<file path="config.mk">
export PLATFORM = sky130hd
export DESIGN_NAME = pc_fetch_unit
export DESIGN_NICKNAME = d
export VERILOG_FILES = /design/src/rtl/pc_fetch_unit.sv
export SDC_FILE = /design/constraint.sdc
export NUM_CORES = 1
export LEC_CHECK = 0
export BUFFER_PORTS_ARGS = -buffer_cell sky130_fd_sc_hd__buf_2
export CAP_MARGIN = 20
export CORE_AREA = 2 2 169 171
export DETAILED_ROUTE_END_ITERATION = 16
export DIE_AREA = 0 0 171 173
export PLACE_DENSITY_LB_ADDON = 0.1
export SYNTH_ARGS = -nofsm -noshare
export SYNTH_HDL_FRONTEND = slang
export SYNTH_SLANG_ARGS = --single-unit
</file>
<file path="constraint.sdc">
create_clock -name clock -period 4.3 [get_ports clock]
set_input_delay 0.86 -clock clock [delete_from_list [all_inputs] [get_ports clock]]
set_output_delay 0.86 -clock clock [all_outputs]
set_load 0.05 [all_outputs]
</file>
<file path="src/rtl/pc_fetch_unit.sv">
// Program-counter and instruction-fetch unit: fetches over a req/ack port,
// holds the instruction for the control unit, applies PS-selected PC updates and stores flags.
module pc_fetch_unit #(
  parameter logic [63:0] RESET_VECTOR = 64'h0,
  parameter int unsigned CNT_W        = 32
) (
  input  logic              clock,
  input  logic              reset,
  input  logic              halt,
  output logic              imem_req,
  output logic [63:0]       imem_addr,
  input  logic              imem_ack,
  input  logic [31:0]       imem_data,
  output logic [31:0]       instruction,
  output logic              instr_valid,
  input  logic [1:0]        PS,
  input  logic              PCsel,
  input  logic [63:0]       K,
  input  logic [63:0]       reg_in,
  input  logic              SL,
  input  logic              EN_PC,
  input  logic [3:0]        alu_status,
  output logic [4:0]        status,
  output logic [63:0]       pc,
  output logic [63:0]       data_out,
  output logic              data_out_en,
  output logic [CNT_W-1:0]  instr_count
);

  typedef enum logic [0:0] {
    FETCH = 1'b0,
    EXEC  = 1'b1
  } state_t;

  localparam logic [1:0] PS_HOLD = 2'b00;
  localparam logic [1:0] PS_INC  = 2'b01;
  localparam logic [1:0] PS_ABS  = 2'b10;
  localparam logic [1:0] PS_REL  = 2'b11;

  // Sequential PC: all sums are plain 64-bit adds, so wrap-around is free.
  function automatic logic [63:0] pc_plus4(input logic [63:0] cur);
    return cur + 64'd4;
  endfunction

  // Absolute target is word aligned by clearing the two low bits.
  function automatic logic [63:0] abs_target(input logic        sel_reg,
                                             input logic [63:0] reg_val,
                                             input logic [63:0] konst);
    logic [63:0] raw;
    raw = sel_reg ? reg_val : konst;
    return raw & ~64'd3;
  endfunction

  // Relative target: signed word offset applied after the PC+4.
  function automatic logic [63:0] rel_target(input logic [63:0] cur,
                                             input logic [63:0] konst);
    return cur + 64'd4 + (konst << 2);
  endfunction

  state_t           state_q,   state_d;
  logic [63:0]      pc_q,      pc_d;
  logic [31:0]      instr_q,   instr_d;
  logic [3:0]       flags_q,   flags_d;
  logic [CNT_W-1:0] count_q,   count_d;

  logic             in_fetch_s;
  logic             in_exec_s;
  logic             fetch_done_s;
  logic [63:0]      pc_inc_s;

  assign in_fetch_s   = (state_q == FETCH);
  assign in_exec_s    = (state_q == EXEC);
  // Gating with reset keeps the request low while reset is held.
  assign imem_req     = reset & in_fetch_s & ~halt;
  assign fetch_done_s = imem_req & imem_ack;
  assign pc_inc_s     = pc_plus4(pc_q);

  // Next-state, PC, instruction, flag and counter computation.
  always_comb begin
    state_d = state_q;
    pc_d    = pc_q;
    instr_d = instr_q;
    flags_d = flags_q;
    count_d = count_q;
    case (state_q)
      FETCH: begin
        if (fetch_done_s) begin
          instr_d = imem_data;
          state_d = EXEC;
        end else begin
          state_d = FETCH;
        end
      end
      EXEC: begin
        if (SL) begin
          flags_d = alu_status;
        end else begin
          flags_d = flags_q;
        end
        if (PS != PS_HOLD) begin
          count_d = count_q + CNT_W'(1);
          state_d = FETCH;
        end else begin
          count_d = count_q;
          state_d = EXEC;
        end
        case (PS)
          PS_HOLD: pc_d = pc_q;
          PS_INC:  pc_d = pc_inc_s;
          PS_ABS:  pc_d = abs_target(PCsel, reg_in, K);
          PS_REL:  pc_d = rel_target(pc_q, K);
          default: pc_d = pc_q;
        endcase
      end
      default: begin
        state_d = FETCH;
      end
    endcase
  end

  // State and datapath registers with asynchronous active-low reset.
  always_ff @(posedge clock or negedge reset) begin
    if (!reset) begin
      state_q <= FETCH;
      pc_q    <= RESET_VECTOR;
      instr_q <= 32'h0;
      flags_q <= 4'h0;
      count_q <= '0;
    end else begin
      state_q <= state_d;
      pc_q    <= pc_d;
      instr_q <= instr_d;
      flags_q <= flags_d;
      count_q <= count_d;
    end
  end

  assign imem_addr   = pc_q;
  assign pc          = pc_q;
  assign instruction = instr_q;
  assign instr_valid = in_exec_s;
  assign instr_count = count_q;
  // ZZ bypasses the flag register so CBZ sees a zero result in the same cycle.
  assign status      = {flags_q, alu_status[0]};
  assign data_out_en = EN_PC & in_exec_s;
  assign data_out    = data_out_en ? pc_inc_s : 64'h0;

endmodule

</file>
==> impl_metrics.env <==
export IMPL_run_status="complete, but fails checks"
export IMPL_violations="negative setup slack"
export IMPL_seq_area_frac_synth=0.256
export IMPL_crit_top_cell="buf_4"
export IMPL_timing_final_crit_share=1.04
export IMPL_core_area_um2=27600
export IMPL_fmax_mhz=223
export IMPL_async_flop_share=1.00
export IMPL_drive_gt1_frac=0.428
export IMPL_ys_warn_count=0
export IMPL_slew_violations=0
export IMPL_ios=437
export IMPL_overflow=0
export IMPL_p_seq_frac=0.177
export IMPL_cts_tree="yes"
export IMPL_fin_nets=2424
export IMPL_htree_num_levels=4
export IMPL_clkTransAtPathRegs_ps=70
export IMPL_wl_per_cell_um=20.4
export IMPL_area_delta_synth_final_pct=41.0
export IMPL_combPwrFrac=0.675
export IMPL_criticalPathCategory="register to register"
export IMPL_dieArea_um2=29600
export IMPL_worst_slew_pin_slew_ps=998
export IMPL_drtAntennaViolNets=0
export IMPL_drc=0
export IMPL_clock_latency_ps=450
export IMPL_yosys_most_used_dff="dfrtp_1"
export IMPL_rsz0062_at_grt="true"
export IMPL_first_iter_violations=798
export IMPL_antenna_found_initial=1
export IMPL_holdWs_ps=309
export IMPL_num_vias=14400
export IMPL_synth_area_leaders="dfrtp_1 26%, ha_1 7.7%, xnor2_1 6.0%"
export IMPL_synth_area_per_cell_um2=7.94
export IMPL_grt_pass1_wl_mm=78.1
export IMPL_min_path_type="primary input to async pin"
export IMPL_place_hpwl_mm=39.6
export IMPL_netlist_area_leader_share=0.256
export IMPL_die_w_um=171
export IMPL_cts_inserted_buffers=17
export IMPL_slew_headroom=0.334
export IMPL_switching_share=0.536
export IMPL_endpoint_kind="register"
export IMPL_worst_ir_drop_vdd_v=0.000374
export IMPL_fillers=2493
export IMPL_grt_pass1_vias=13900
export IMPL_routed_wl_mm=52.2
export IMPL_crit_start="imem_addr[2]"
export IMPL_cp_slowest_cell="dfrtp_4"
export IMPL_ys_ff_latch=131
export IMPL_clkPwrFrac=0.149
export IMPL_yosysUniqueCellTypes=71
export IMPL_postSynthCellCount=1613
export IMPL_setup_tns_ps=-932
export IMPL_hold_viol_final=0
export IMPL_dr_pass1_iters=5
export IMPL_cts_path_max_buffers=2
export IMPL_core_rowCount=61
export IMPL_fin_crit_ps=4490
export IMPL_critPathRequiredTime_ps=4610
export IMPL_clockRootBuffer="clkbuf_16"
export IMPL_p_int_mw=4.75
export IMPL_vias_per_cell=5.61
export IMPL_setup_ws_ps=-191
export IMPL_critPathTopFamily="compound AO/OA/AOI/OAI gates"
export IMPL_path_buf_inv=5
export IMPL_die_h_um=173
export IMPL_crit_end="imem_addr[63]"
export IMPL_gp_congestion=0.956
export IMPL_holdBufCountCts=0
export IMPL_syn_area_um2=12800
export IMPL_regToRegSetupSlack_ps=-190
export IMPL_critPathMaxStageDelay_ps=420
export IMPL_grt_usage=0.339
export IMPL_crit_cells=22
export IMPL_p_leak_nw=8.83
export IMPL_powerDensity_nw_per_um2=566
export IMPL_startpoint_type="register"
export IMPL_r2r_end="imem_addr[63]"
export IMPL_cts_sinks=131
export IMPL_path_max_fanout=4
export IMPL_setup_violations=8
export IMPL_p_sw_mw=5.48
export IMPL_synth_area_leader_cell="dfrtp_1"
export IMPL_start_util=0.464
export IMPL_grt_max_degree=53
export IMPL_ff2ff_path_depth=22
export IMPL_crit_chain="ha_4, nand4_1, buf_4, nor4_4, nand3_2, buf_4, nor2_1, xnor2_1, inv_1, ha_1, nand2_1, o21a_1, a211o_1, a211oi_1, buf_4, nand3_1, o21a_2, buf_4, o41ai_4, a21oi_2, xnor2_1, o21ai_1"
export IMPL_rr_startpoint="imem_addr[2]"
export IMPL_cap_violations=0
export IMPL_worst_ep_arrival_time_ps=4800
export IMPL_power_mw=10.2
export IMPL_synth_edff_count=0
export IMPL_skew_ps=18.7
export IMPL_portBuffers=428
==> sequential cells by signal (all words and copies together) (netlist names) <==
name and flops:
instr_count 32, imem_addr 62, flags_q 4, instr_valid 1
instruction 32
==> cell usage after synthesis, drive strengths merged, types with 18 or more instances <==
cell type  instances
buf               80
xnor2             88
o22ai             27
nor3              18
clkbuf            73
xor2              57
a21oi            140
o221ai            18
and3              30
o21ai            120
mux2              42
nand4             45
nor2             143
inv               69
a21o              31
and2              30
nand3             50
mux2i             63
dfrtp            131
nand2            138
ha                79
==> cell families after synthesis <==
family | share of synthesized area
xor+xnor | 0.0991
buf+inv | 0.0856
fa+ha+maj | 0.0787
compound gates | 0.201
other cells | 0.000293
simple gates | 0.193
flops | 0.256
mux | 0.0861
==> metrics by stage <==
| stage | area, um^2 | cells | setup slack, ps | utilization |
|---|---|---|---|---|
| finish | 18100 | 2563 | -191 | 0.654 |
| detailed placement | 16500 | 2506 | -377 | 0.596 |
| global placement | 16500 | 2506 | -402 | 0.596 |
| CTS | 17300 | 2550 | -16.1 | 0.627 |
| floorplan | 12900 | 1618 | -119 | - |
| global route | 18100 | 2563 | -431 | 0.654 |
==> metal layers <==
layer,vias to the layer above,wire [um],track usage
li1,6758,-,-
met1,6922,22300,0.445
met2,591,25100,0.571
met3,112,2860,0.0362
met4,0,2010,0.133
met5,-,0,0
==> worst min path at each step <==
stage	cells after the start	end	slack (ps)	from
after global placement	1	instr_count[31]	460	instr_count[31]
after floorplan	0	flags_q[0]	560	reset
after detailed placement	1	instr_count[31]	460	instr_count[31]
after global routing	1	instr_count[15]	320	reset
after CTS	1	instr_count[15]	320	reset
final	1	instr_count[15]	310	reset
==> power groups by stage <==
stage / combinational (mW) / sequential, mW / clock [mW]
after global placement: 6.36 / 1.80 / 0
after CTS: 6.51 / 1.79 / 1.53
after global routing: 7.34 / 1.85 / 1.59
after detailed placement: 6.39 / 1.81 / 0
after floorplan: 3.45 / 2.81 / 0
final: 6.90 / 1.81 / 1.52
==> layout make-up <==
type | count | area (um^2) | share of cell area
antenna | 1 | 2.50 | 0.000139
multi-input combinational | 1265 | 9310 | 0.515
timing repair buffer | 687 | 4140 | 0.229
inverter | 69 | 259 | 0.0143
clock inverter | 15 | 155 | 0.00859
sequential | 131 | 3300 | 0.183
tap | 378 | 473 | 0.0262
clock buffer | 17 | 425 | 0.0235
==> layout by cell type (no fill, tap or decap), drive strengths merged, types with 6 or more instances in the layout <==
cell	n
o22ai	27
nand2	138
mux2	42
conb	6
a21o	31
o21bai	16
and2	30
xnor2	88
mux2i	63
buf	687
o21ai	120
xor2	57
nand2b	6
nand3	50
nand4	45
o211ai	6
or3	7
o221ai	18
and3	30
a21oi	140
inv	79
nor2b	12
a211oi	10
ha	79
dfrtp	131
nor3	18
nor2	143
o21a	12
nor4	7
clkbuf	17
==> timing repair <==
item                       in CTS  in global routing
setup endpoints to repair      25                 35
pin swaps                      12                 53
gates resized for setup        34                154
buffers inserted               12                 14
No activity file was read; power rests on OpenSTA's default activity.
